## src/rtl/alu_pkg.sv

```systemverilog
// rtl/alu_pkg.sv - ALU operation codes, RV32I opcodes and the issue payload type
package alu_pkg;

  localparam int DATA_W = 32;

  typedef enum logic [3:0] {
    ALU_AND = 4'b0000,
    ALU_OR  = 4'b0001,
    ALU_ADD = 4'b0010,
    ALU_XOR = 4'b0100,
    ALU_SUB = 4'b0110,
    ALU_EQ  = 4'b1000,
    ALU_NOP = 4'b1111
  } alu_op_t;

  localparam logic [6:0] OPC_RTYPE  = 7'b0110011;
  localparam logic [6:0] OPC_IALU   = 7'b0010011;
  localparam logic [6:0] OPC_LOAD   = 7'b0000011;
  localparam logic [6:0] OPC_STORE  = 7'b0100011;
  localparam logic [6:0] OPC_BRANCH = 7'b1100011;

  localparam logic [6:0] F7_BASE = 7'b0000000;
  localparam logic [6:0] F7_ALT  = 7'b0100000;

  typedef struct packed {
    logic [DATA_W-1:0] src_a;
    logic [DATA_W-1:0] src_b;
    alu_op_t           operation;
    logic [4:0]        rd;
    logic              branch_neg;
    logic              illegal;
  } alu_payload_t;

  localparam alu_payload_t PAYLOAD_RESET = '{
    src_a: '0, src_b: '0, operation: ALU_NOP, rd: 5'd0, branch_neg: 1'b0, illegal: 1'b0
  };

  function automatic logic [DATA_W-1:0] sext12(input logic [11:0] imm);
    return {{(DATA_W-12){imm[11]}}, imm};
  endfunction

endpackage

```

## src/rtl/alu_op_decode.sv

```systemverilog
// rtl/alu_op_decode.sv - combinational RV32I instruction to ALU payload decode
module alu_op_decode
  import alu_pkg::*;
(
  input  logic [31:0]       instr,
  input  logic [DATA_W-1:0] rs1_data,
  input  logic [DATA_W-1:0] rs2_data,
  output alu_payload_t      payload
);

  logic [6:0]        opcode;
  logic [2:0]        funct3;
  logic [6:0]        funct7;
  logic [DATA_W-1:0] imm_i;
  logic [DATA_W-1:0] imm_s;
  logic              unused_bits;

  assign opcode      = instr[6:0];
  assign funct3      = instr[14:12];
  assign funct7      = instr[31:25];
  assign imm_i       = sext12(instr[31:20]);
  assign imm_s       = sext12({instr[31:25], instr[11:7]});
  assign unused_bits = &{1'b0, instr[19:15]};

  logic              legal;
  logic              writes_rd;
  logic              neg;
  alu_op_t           op;
  logic [DATA_W-1:0] src_b;

  always_comb begin
    legal     = 1'b0;
    writes_rd = 1'b0;
    neg       = 1'b0;
    op        = ALU_NOP;
    src_b     = rs2_data;
    case (opcode)
      OPC_RTYPE: begin
        writes_rd = 1'b1;
        legal     = (funct7 == F7_BASE);
        case (funct3)
          3'b000: begin
            op    = (funct7 == F7_ALT) ? ALU_SUB : ALU_ADD;
            legal = (funct7 == F7_BASE) || (funct7 == F7_ALT);
          end
          3'b111:  op = ALU_AND;
          3'b110:  op = ALU_OR;
          3'b100:  op = ALU_XOR;
          default: legal = 1'b0;
        endcase
      end
      OPC_IALU: begin
        writes_rd = 1'b1;
        src_b     = imm_i;
        legal     = 1'b1;
        case (funct3)
          3'b000:  op = ALU_ADD;
          3'b111:  op = ALU_AND;
          3'b110:  op = ALU_OR;
          3'b100:  op = ALU_XOR;
          default: legal = 1'b0;
        endcase
      end
      OPC_LOAD: begin
        writes_rd = 1'b1;
        src_b     = imm_i;
        op        = ALU_ADD;
        legal     = (funct3 <= 3'b010);
      end
      OPC_STORE: begin
        src_b = imm_s;
        op    = ALU_ADD;
        legal = (funct3 <= 3'b010);
      end
      OPC_BRANCH: begin
        op    = ALU_EQ;
        neg   = funct3[0];
        legal = (funct3[2:1] == 2'b00);
      end
      default: legal = 1'b0;
    endcase
  end

  // Illegal encodings collapse to a NOP with zeroed operands so execute never sees stale data.
  always_comb begin
    payload         = PAYLOAD_RESET;
    payload.illegal = 1'b1;
    if (legal) begin
      payload.src_a      = rs1_data;
      payload.src_b      = src_b;
      payload.operation  = op;
      payload.rd         = writes_rd ? instr[11:7] : 5'd0;
      payload.branch_neg = neg;
      payload.illegal    = 1'b0;
    end
  end

endmodule

```

## src/rtl/alu_issue.sv

```systemverilog
// rtl/alu_issue.sv - single-slot registered issue stage feeding the ALU
module alu_issue
  import alu_pkg::*;
#(
  parameter int DATA_WIDTH    = 32,
  parameter int OPCODE_LENGTH = 4,
  parameter int CNT_WIDTH     = 8
) (
  input  logic                     clk,
  input  logic                     reset,
  input  logic                     in_valid,
  output logic                     in_ready,
  input  logic [31:0]              instr,
  input  logic [DATA_WIDTH-1:0]    rs1_data,
  input  logic [DATA_WIDTH-1:0]    rs2_data,
  input  logic                     flush,
  output logic                     out_valid,
  input  logic                     out_ready,
  output logic [DATA_WIDTH-1:0]    SrcA,
  output logic [DATA_WIDTH-1:0]    SrcB,
  output logic [OPCODE_LENGTH-1:0] Operation,
  output logic [4:0]               rd,
  output logic                     branch_neg,
  output logic                     illegal,
  output logic [CNT_WIDTH-1:0]     illegal_count
);

  alu_payload_t         dec_payload;
  alu_payload_t         slot_q, slot_d;
  logic                 valid_q, valid_d;
  logic [CNT_WIDTH-1:0] cnt_q, cnt_d;
  logic                 load;

  alu_op_decode u_decode (
    .instr    (instr),
    .rs1_data (rs1_data),
    .rs2_data (rs2_data),
    .payload  (dec_payload)
  );

  assign in_ready = !valid_q || out_ready;
  assign load     = in_valid && in_ready && !flush;

  always_comb begin
    slot_d  = slot_q;
    valid_d = valid_q;
    cnt_d   = cnt_q;
    if (flush) begin
      valid_d = 1'b0;
    end else if (load) begin
      valid_d = 1'b1;
      slot_d  = dec_payload;
      if (dec_payload.illegal && (cnt_q != '1)) begin
        cnt_d = cnt_q + 1'b1;
      end
    end else if (out_ready) begin
      valid_d = 1'b0;
    end
  end

  always_ff @(posedge clk or posedge reset) begin
    if (reset) begin
      slot_q  <= PAYLOAD_RESET;
      valid_q <= 1'b0;
      cnt_q   <= '0;
    end else begin
      slot_q  <= slot_d;
      valid_q <= valid_d;
      cnt_q   <= cnt_d;
    end
  end

  assign out_valid     = valid_q;
  assign SrcA          = slot_q.src_a;
  assign SrcB          = slot_q.src_b;
  assign Operation     = slot_q.operation;
  assign rd            = slot_q.rd;
  assign branch_neg    = slot_q.branch_neg;
  assign illegal       = slot_q.illegal;
  assign illegal_count = cnt_q;

endmodule

```

## config.mk

```make
export PLATFORM = sky130hd
export DESIGN_NAME = alu_issue
export DESIGN_NICKNAME = d
export VERILOG_FILES = /design/src/rtl/alu_pkg.sv /design/src/rtl/alu_op_decode.sv /design/src/rtl/alu_issue.sv
export SDC_FILE = /design/constraint.sdc
export NUM_CORES = 1
export LEC_CHECK = 0
export BUFFER_PORTS_ARGS = -buffer_cell sky130_fd_sc_hd__buf_2
export CORE_AREA = 5 5 105 107
export CTS_CLUSTER_DIAMETER = 120
export DETAILED_ROUTE_END_ITERATION = 8
export DIE_AREA = 0 0 110 112
export PLACE_DENSITY_LB_ADDON = 0.3
export SYNTH_ARGS = -nofsm -noshare
export SYNTH_HDL_FRONTEND = slang
export SYNTH_HIERARCHICAL = 1
export SYNTH_SLANG_ARGS = --single-unit
export TNS_END_PERCENT = 10
```

## constraint.sdc

```tcl
create_clock -name clk -period 2.75 [get_ports clk]
set_input_delay 0.1375 -clock clk [delete_from_list [all_inputs] [get_ports clk]]
set_output_delay 0.1375 -clock clk [all_outputs]
set_load 0.02 [all_outputs]
```

# After elaboration in Yosys (flattened, before gate mapping)
# Index checks and enable logic that the tools add are counted.
[op_classes] n_mul=0 magnitude_cmp=1 reduce_logical=18 div_mod_pow=0 n_addsub=1 bitwise=1 mux=15 n_eq_ne=10 shift=0
[ops] operator="$mux W75" n=1
[ops] operator="$pmux W32 S2" n=1
[ops] operator="$pmux W4 S4" n=3
[ops] operator="$eq A7 B6 Y1 const B" n=3
[ops] operator="$eq A3 B3 Y1 const B" n=3
[ops] operator="$add A8 B1 Y8 const B" n=1
[ops] operator="$ne A8 B8 Y1 const B" n=1
[ops] operator="$eq A7 B2 Y1 const B" n=1
[ops] operator="$eq A7 B5 Y1 const B" n=1
[ops] operator="$eq A7 B7 Y1 const B" n=1
[ops] operator="$logic_not A7 Y1" n=1
[ops] operator="$mux W1" n=6
[ops] operator="$reduce_or A3 Y1" n=2
[ops] operator="$mux W5" n=1
[ops] operator="$pmux W1 S4" n=1
[ops] operator="$reduce_or A2 Y1" n=2
[ops] operator="$reduce_or A4 Y1" n=1
[ops] operator="$le A3 B2 Y1 const B" n=1
[ops] operator="$logic_and A1 B1 Y1" n=3
[ops] operator="$logic_not A3 Y1" n=1
[ops] operator="$mux W3" n=1
[ops] operator="$reduce_and A3 Y1" n=1
[ops] operator="$reduce_bool A3 Y1" n=1
[ops] operator="$logic_not A1 Y1" n=2
[ops] operator="other kinds (5)" n=6
[word_totals] ram_bits=0 memories=0 latch_bits=0 in_bits=101 mem_bits_ro=0 elab_cells=54 regBits=84

# Logic depth before layout (Yosys ltp)
# Gate-level depths: netlist of run 1.
[depth] ltp_word=7 ltp_mapped=8 depth_no_buf=7

# Hierarchy
# The synthesis of run 1 kept the hierarchy.
[by_module_without_submodules] mod="alu_issue" instances=1 area_each_um2=3280.6 seq_area_each_um2=2107.0 cells_each=201
[by_module_without_submodules] mod="alu_op_decode" instances=1 area_each_um2=1565.3 seq_area_each_um2=0.0 cells_each=243

# Worst setup path after synthesis of run 1
# Ideal clock, no wire load.
[synth_path] kind="in2reg" startpoint="input port instr[3]" endpoint="register cnt_q[1], in the netlist illegal_count[1]" required_ns=2.625 arrival_time_ns=1.851 path_slack_ns=0.774 setup_time_ns=0.125 cell_stages=8 n_path_buf=3 cell_sequence="nor4bb_1 buf_2 buf_2 clkbuf_1 o21ai_0 nand4b_4 nor2_1 mux2_2"
[synth_rtl] element="from (decl)" line="alu_issue.sv:13" text="input logic [31:0] instr,"
[synth_rtl] element="to (signal assigned)" line="alu_issue.sv:69" text="cnt_q <= cnt_d;"
[synth_rtl] element="to (decl)" line="alu_issue.sv:31" text="logic [CNT_WIDTH-1:0] cnt_q, cnt_d;"

==> impl_results.md, run 1 <==
* Synth Register Bits at 84
* Mapped Area at 0.00485 mm²
* CTS H-tree lvls at 3
* Total routing usage reported by global routing at 0.211
* Leak pwr at 2.99 nW
* Clock root buffer: clkbuf_8
* Largest net degree at the start of global routing at 77
* Syn_nets at 546
* Initial antenna violation count at 2
* I/O pins at 186
* Area occupied by multi-input gates at 0.00249 mm²
* Fmax at 0.506 GHz
* Primary FF master, synth: dfrtp_1
* CP Capture Type: flop
* Mean post-synth cell area at 10.9 µm²
* Antenna Violating Nets Remaining at 0
* Critical path data arrival time at 2.23 ns
* # rows at 37
* WL met1 at 5430 µm
* Synth Warn # at 6
* Cell count after synthesis at 444
* Max Cap Viol at 0
* Die height at 112 µm
* Crit start category: input pin
* Total core area at 0.0100 mm²
* Later-pin clock latency in the skew report at 0.36 ns
* Critical Path, Cell by Cell: buf_2 > nand2b_1 > or3_1 > nand3b_1 > o21ai_0 > nand4b_4 > nor3_1 > mux2_2
* Drt wl/cell at 17.4 µm
* Clk slew on worst S/H paths at 0.09 ns
* Worst hold slack at 0.0876 ns
* Remaining DRCs at 0
* Relative slew margins at 0.523
* # diodes at 0
* Slew @ Worst Pin at 0.716 ns
* Distinct cells, synth at 51
* CTS Buf Count at 9
* EDFF count, synth at 0
* Reg area at 0.00211 mm²
* Iter 0 DRT Violations at 213
* Min cycle time layout at 1.97 ns
* TritonCTS clock tree: done
* Top cell type's share of synthesized area at 0.413
* Fillers at 864
* Final hold vios at 0
* Period utilization at 0.718
* Global-route wire length before repair at 20700 µm
* Post-synthesis sequential area ratio at 0.435
* Pwr Density at 472 mW/mm²
* Grt ovf at 0
* Worst vdd ir at 0.266 mV
* CP max stage cell: o21ai_0
* Crit path kind: in2reg
* Vias per cell at 5.52
* Vias at 4105
* Total clock sinks at 84
* Post-route setup slack at 0.775 ns
* Synth area leader: dfrtp_1
* Max clock buf depth at 2
* WL met2 at 6100 µm
* Die Width at 110 µm
* Top sig layer: met5
* Vias in the first global route at 4083
* Synth area leaders: dfrtp_1 41%, mux2_1 8.8%, mux2_2 8.8%
* Layout Nets at 704
* Initial Util at 0.482
* Routed wl met3 at 1210 µm
* CTS resizes at 0
* Share of layout cells above drive strength 1 at 0.479
* Final wirelength at 12900 µm
* Input/output buffers at 180
* Total negative slack at 0 ns
* Worst Skew at 0.0105 ns
* Worst Path Required at 3.00 ns
* Hold Crit Class: in2reg
* Worst Setup Slack post-DPL at 0.395 ns
* Status: finished, final reports clean
* Pre-antenna DRT Iters at 4
* Area grow syn2layout at 24.9%
* Synth async-reset ratio at 1.00
* DP HPWL at 9150 µm
* Maximum fanout along the worst path at 18
* Max stage delay on crit path at 0.39 ns
* Unrepaired setup endpoints after global routing: no
* Die area at 0.0123 mm²
* Placer Congestion at 0.782
* Setup violations, final at 0
* Slew Viols, Final at 0
-- worst max-delay path: cells and delay by family --
family	cells	cell delay, ns
muxes	1	0.35
AOI/OAI and AO/OA	1	0.39
buffers and inverters	1	0.27
and+or+nand+nor	5	1.07
-- cell families (layout without fill, tap and decap cells) --
kind of cell / Yosys count / count (layout) / share of synthesized area
AOI/OAI and AO/OA: 124 / 124 / 0.187
muxes: 83 / 83 / 0.191
buffers and inverters: 53 / 216 / 0.0599
xor gates and xnor gates: 5 / 5 / 0.00904
adders and majority gates: 1 / 1 / 0.00258
DFF: 84 / 84 / 0.435
and+or+nand+nor: 94 / 94 / 0.115
-- power by group --
group          internal, W  switching, W
Clock             0.000540      0.000445
Sequential         0.00129     0.0000626
Combinational     0.000203      0.000316
-- path summary, 6_finish.rpt --
path	end	from	cells past startpoint	slack [ns]
min in group asynchronous	SrcA[6]$_DFFE_PP0P_	reset	3	0.41
max in group asynchronous	Operation[0]$_DFFE_PP1P_	reset	4	1.61
setup reg to reg	illegal_count[1]$_DFFE_PP0P_	illegal_count[0]$_DFFE_PP0P_	5	0.99
setup / recovery	illegal_count[6]$_DFFE_PP0P_	instr[4]	8	0.78
hold / removal	out_valid$_DFFE_PP0P_	out_ready	4	0.09
hold reg to reg	SrcB[17]$_DFFE_PP0P_	SrcB[17]$_DFFE_PP0P_	1	0.48
-- layout by cell type (no fill, tap or decap), types with 9 or more instances in the layout --
| cell | synthesis | layout |
|---|---|---|
| dfrtp_1 | 80 | 80 |
| clkbuf_8 | 0 | 10 |
| mux2_1 | 38 | 38 |
| buf_2 | 16 | 180 |
| a21oi_1 | 66 | 66 |
| mux2_2 | 38 | 38 |
| a211oi_2 | 27 | 27 |
| nand2_1 | 37 | 37 |
| nand2b_1 | 9 | 9 |
| buf_4 | 1 | 9 |
-- routing by layer --
metal  GRT usage  vias up
met1       0.276     1982
met5           0        -
met2       0.333      167
met3      0.0568       17
met4      0.0773        4
li1            -     1935
-- per-stage QoR --
stage / util / instances / power [W] / area (µm²)
after floorplan: - / 444 / 0.00170 / 4850
after global placement: 0.578 / 725 / 0.00189 / 5810
after detailed placement: 0.578 / 725 / 0.00190 / 5810
after CTS: 0.603 / 743 / 0.00290 / 6050
after global routing: 0.603 / 743 / 0.00302 / 6050
final: 0.603 / 743 / 0.00286 / 6050
-- flip-flops by register name, summed over array words and instances (netlist names) --
name           cells
Operation          4
SrcA              32
SrcB              32
branch_neg         1
illegal            1
illegal_count      8
out_valid          1
rd                 5
-- final cells by class --
class / count / share of cell area
Clock buffer: 11 / 0.0234
Clock inverter: 5 / 0.0141
Inverter: 7 / 0.00455
Multi-Input combinational cell: 307 / 0.412
Sequential cell: 84 / 0.348
Tap cell: 136 / 0.0281
Timing Repair Buffer: 193 / 0.170
-- synthesized netlist by cell type, types with 5 or more instances --
cell type  count
dfrtp_1       80
a21oi_1       66
mux2_1        38
mux2_2        38
nand2_1       37
a211oi_2      27
clkbuf_1      18
buf_2         16
buf_6          9
nand2b_1       9
nand4_1        8
nor2_1         8
mux2i_1        7
a2111oi_0      6
inv_1          6
nor4_1         6
a21boi_0       5
o21ai_0        5
o41ai_1        5
xor2_1         5
-- what timing repair did --
item                      4_1_cts  5_1_grt
setup buffers                   0        0
hold endpoints to repair       38        0
hold buffers                    2        0
(Power assumes the default switching activity.)
==> inputs of run 2 (changes only) <==
--- a/config.mk
+++ b/config.mk
@@ -6,10 +6,10 @@
 export NUM_CORES = 1
 export LEC_CHECK = 0
 export BUFFER_PORTS_ARGS = -buffer_cell sky130_fd_sc_hd__buf_2
-export CORE_AREA = 5 5 105 107
+export CORE_AREA = 5 5 110 112
 export CTS_CLUSTER_DIAMETER = 120
 export DETAILED_ROUTE_END_ITERATION = 8
-export DIE_AREA = 0 0 110 112
+export DIE_AREA = 0 0 115 117
 export PLACE_DENSITY_LB_ADDON = 0.3
 export SYNTH_ARGS = -nofsm -noshare
 export SYNTH_HDL_FRONTEND = slang
==> constraint.sdc (replaced) <==
create_clock -name clk -period 1.7 [get_ports clk]
set_input_delay 0.085 -clock clk [delete_from_list [all_inputs] [get_ports clk]]
set_output_delay 0.085 -clock clk [all_outputs]
set_load 0.02 [all_outputs]
==> impl_results.md, run 2 (synthesis results as in run 1) <==
* Flop2flop setup slack at 0.06 ns (-0.93 ns)
* WL met1 at 5880 µm (+8.5%)
* Most common cell after layout, fill and taps aside: buf_2
* Worst Path Required at 1.91 ns (-1.09 ns)
* I/O pins at 186 (unchanged)
* Total routing usage reported by global routing at 0.204 (-0.00689)
* Fmax at 0.608 GHz
* Status: finished, final reports clean
* Worst Skew at 0.00619 ns (-0.00432 ns)
* Antenna Violating Nets Remaining at 0 (unchanged)
* CTS H-tree lvls at 3 (unchanged)
* Global-route wire length before repair at 22100 µm (+7.0%)
* Commonest non-fill, non-tap cells in the layout: 180 x buf_2, 80 x dfrtp_1, 66 x a21oi_1
* Initial Util at 0.436 (-0.0468)
* CP Capture Type: flop
* Crit path kind: reg2reg
* Hold Crit Class: in2reg
* Hold path depth at 3 (-1)
* Grt ovf at 0 (unchanged)
* Area grow syn2layout at 37.4%
* Later-pin clock latency in the skew report at 0.33 ns (-0.03 ns)
* Top sig layer: met4
* Vias in the first global route at 4449 (+9.0%)
* Drt wl/cell at 17.8 µm (+2.3%)
* TritonCTS clock tree: done
* Die area at 0.0135 mm² (+9.2%)
* Pre-antenna DRT Iters at 4 (unchanged)
* Iter 0 DRT Violations at 198 (-7.0%)
* Power, Total at 0.00535 W (+87%)
* Final hold vios at 0 (unchanged)
* Final core utilization at 0.598 (-0.00429)
* Leak pwr at 3.31 nW (+11%)
* Routed wl met3 at 1240 µm (+2.4%)
* Share of layout cells above drive strength 1 at 0.520 (+0.0405)
* Period utilization at 0.967
* Placer Congestion at 0.927 (+19%)
* Total core area at 0.0111 mm² (+11%)
* R2r worst-path depth at 5 (unchanged)
* Worst vdd ir at 0.538 mV (+100%)
* Setup violations, final at 0 (unchanged)
* Worst R2R End: rd[0]$_DFFE_PP0P_
* Final wirelength at 14200 µm (+9.6%)
* Slew Viols, Final at 0 (unchanged)
* Die Width at 115 µm (+4.5%)
* Startpoint of the worst register-to-register path: out_valid$_DFFE_PP0P_
* Maximum fanout along the worst path at 24 (+6)
* Reg area at 0.00211 mm² (unchanged)
* DP HPWL at 10400 µm (+14%)
* Post-route setup slack at 0.0564 ns (-0.719 ns)
* Clock root buffer: clkbuf_16
* Relative slew margins at 0.668 (+0.145)
* Remaining DRCs at 0 (unchanged)
* Max Cap Viol at 0 (unchanged)
* Vias at 4351 (+6.0%)
* Worst Setup Slack post-DPL at -0.366 ns (-0.761 ns)
* WL met2 at 6800 µm (+11%)
* Die height at 117 µm (+4.5%)
* Max clock buf depth at 2 (unchanged)
* Worst Hold End: out_valid$_DFFE_PP0P_
* Largest net degree at the start of global routing at 49 (-36%)
* Clk slew on worst S/H paths at 0.06 ns (-0.03 ns)
* Vias per cell at 5.47 (-1.1%)
* CTS Buf Count at 9 (unchanged)
* Fillers at 954 (+10%)
* Slew @ Worst Pin at 0.497 ns (-0.219 ns)
* Initial antenna violation count at 0 (-2)
* Critical path data arrival time at 1.86 ns (-0.37 ns)
* Pwr Density at 804 mW/mm² (+70%)
* Area occupied by multi-input gates at 0.00252 mm² (+0.85%)
* Hold Crit Start: in_valid
* # rows at 39 (+5.4%)
* Min cycle time layout at 1.64 ns
* Layout Nets at 749 (+6.4%)
* Input/output buffers at 180 (unchanged)
* Crit start category: flop
* Unrepaired setup endpoints after global routing: yes
* Total clock sinks at 84 (unchanged)
-- run 2: how the worst max path moves through the flow --
stage	cells after the start	slack, ns	startpoint	to
after CTS	7	0.01	instr[25]	SrcB[3]$_DFFE_PP0P_
final	5	0.06	out_valid$_DFFE_PP0P_	rd[0]$_DFFE_PP0P_
after global placement	8	-0.31	instr[13]	illegal_count[6]$_DFFE_PP0P_
after global routing	5	-0.03	illegal_count[0]$_DFFE_PP0P_	illegal_count[4]$_DFFE_PP0P_
after floorplan	8	-0.22	instr[3]	illegal_count[1]$_DFFE_PP0P_
after detailed placement	8	-0.37	instr[13]	illegal_count[6]$_DFFE_PP0P_
-- run 2: routing by layer --
layer | vias up | track usage
met5 | - | 0
met4 | 0 | 0.0751
met3 | 18 | 0.0519
met2 | 158 | 0.331
met1 | 2140 | 0.265
li1 | 2035 | -
-- run 2: cell type report --
class,count,area share
clock buffer,11,0.0365
multi-input combinational,307,0.378
antenna,1,0.000376
tap,143,0.0269
timing repair buffer,238,0.225
sequential,84,0.316
clock inverter,5,0.0128
inverter,7,0.00451
-- run 2: report_power, final --
| part | internal [W] | switching, W |
|---|---|---|
| combinational | 0.000446 | 0.000569 |
| sequential | 0.00209 | 0.0000951 |
| clock | 0.00133 | 0.000817 |
| total | 0.00387 | 0.00148 |
-- run 2: worst max-delay path: stages (launching register included) --
cell,delay [ns]
dfrtp_1,0.39
nor2b_4,0.15
nor3b_4,0.20
buf_4,0.15
buf_6,0.26
mux2_2,0.37
-- run 2: timing repair --
item                                    in CTS  in global routing
endpoints found under the setup margin       5                 49
hold buffers                                 2                  0
gates resized for setup                      2                  7
pin swaps                                    0                  3
hold endpoints to repair                    18                  0
setup buffers                                0                  2
gates cloned                                 0                  1
-- run 2: through the flow --
step	setup TNS, ns	area [µm²]	hold slack, ns	std cells
final	0	6660	0.0665	796
after global routing	-0.0814	6660	0.0979	795
after CTS	0	6600	0.0471	792
after detailed placement	-19.43	6250	0.143	774
after global placement	-14.67	6250	0.137	774
after floorplan	-0.963	4850	0.151	444
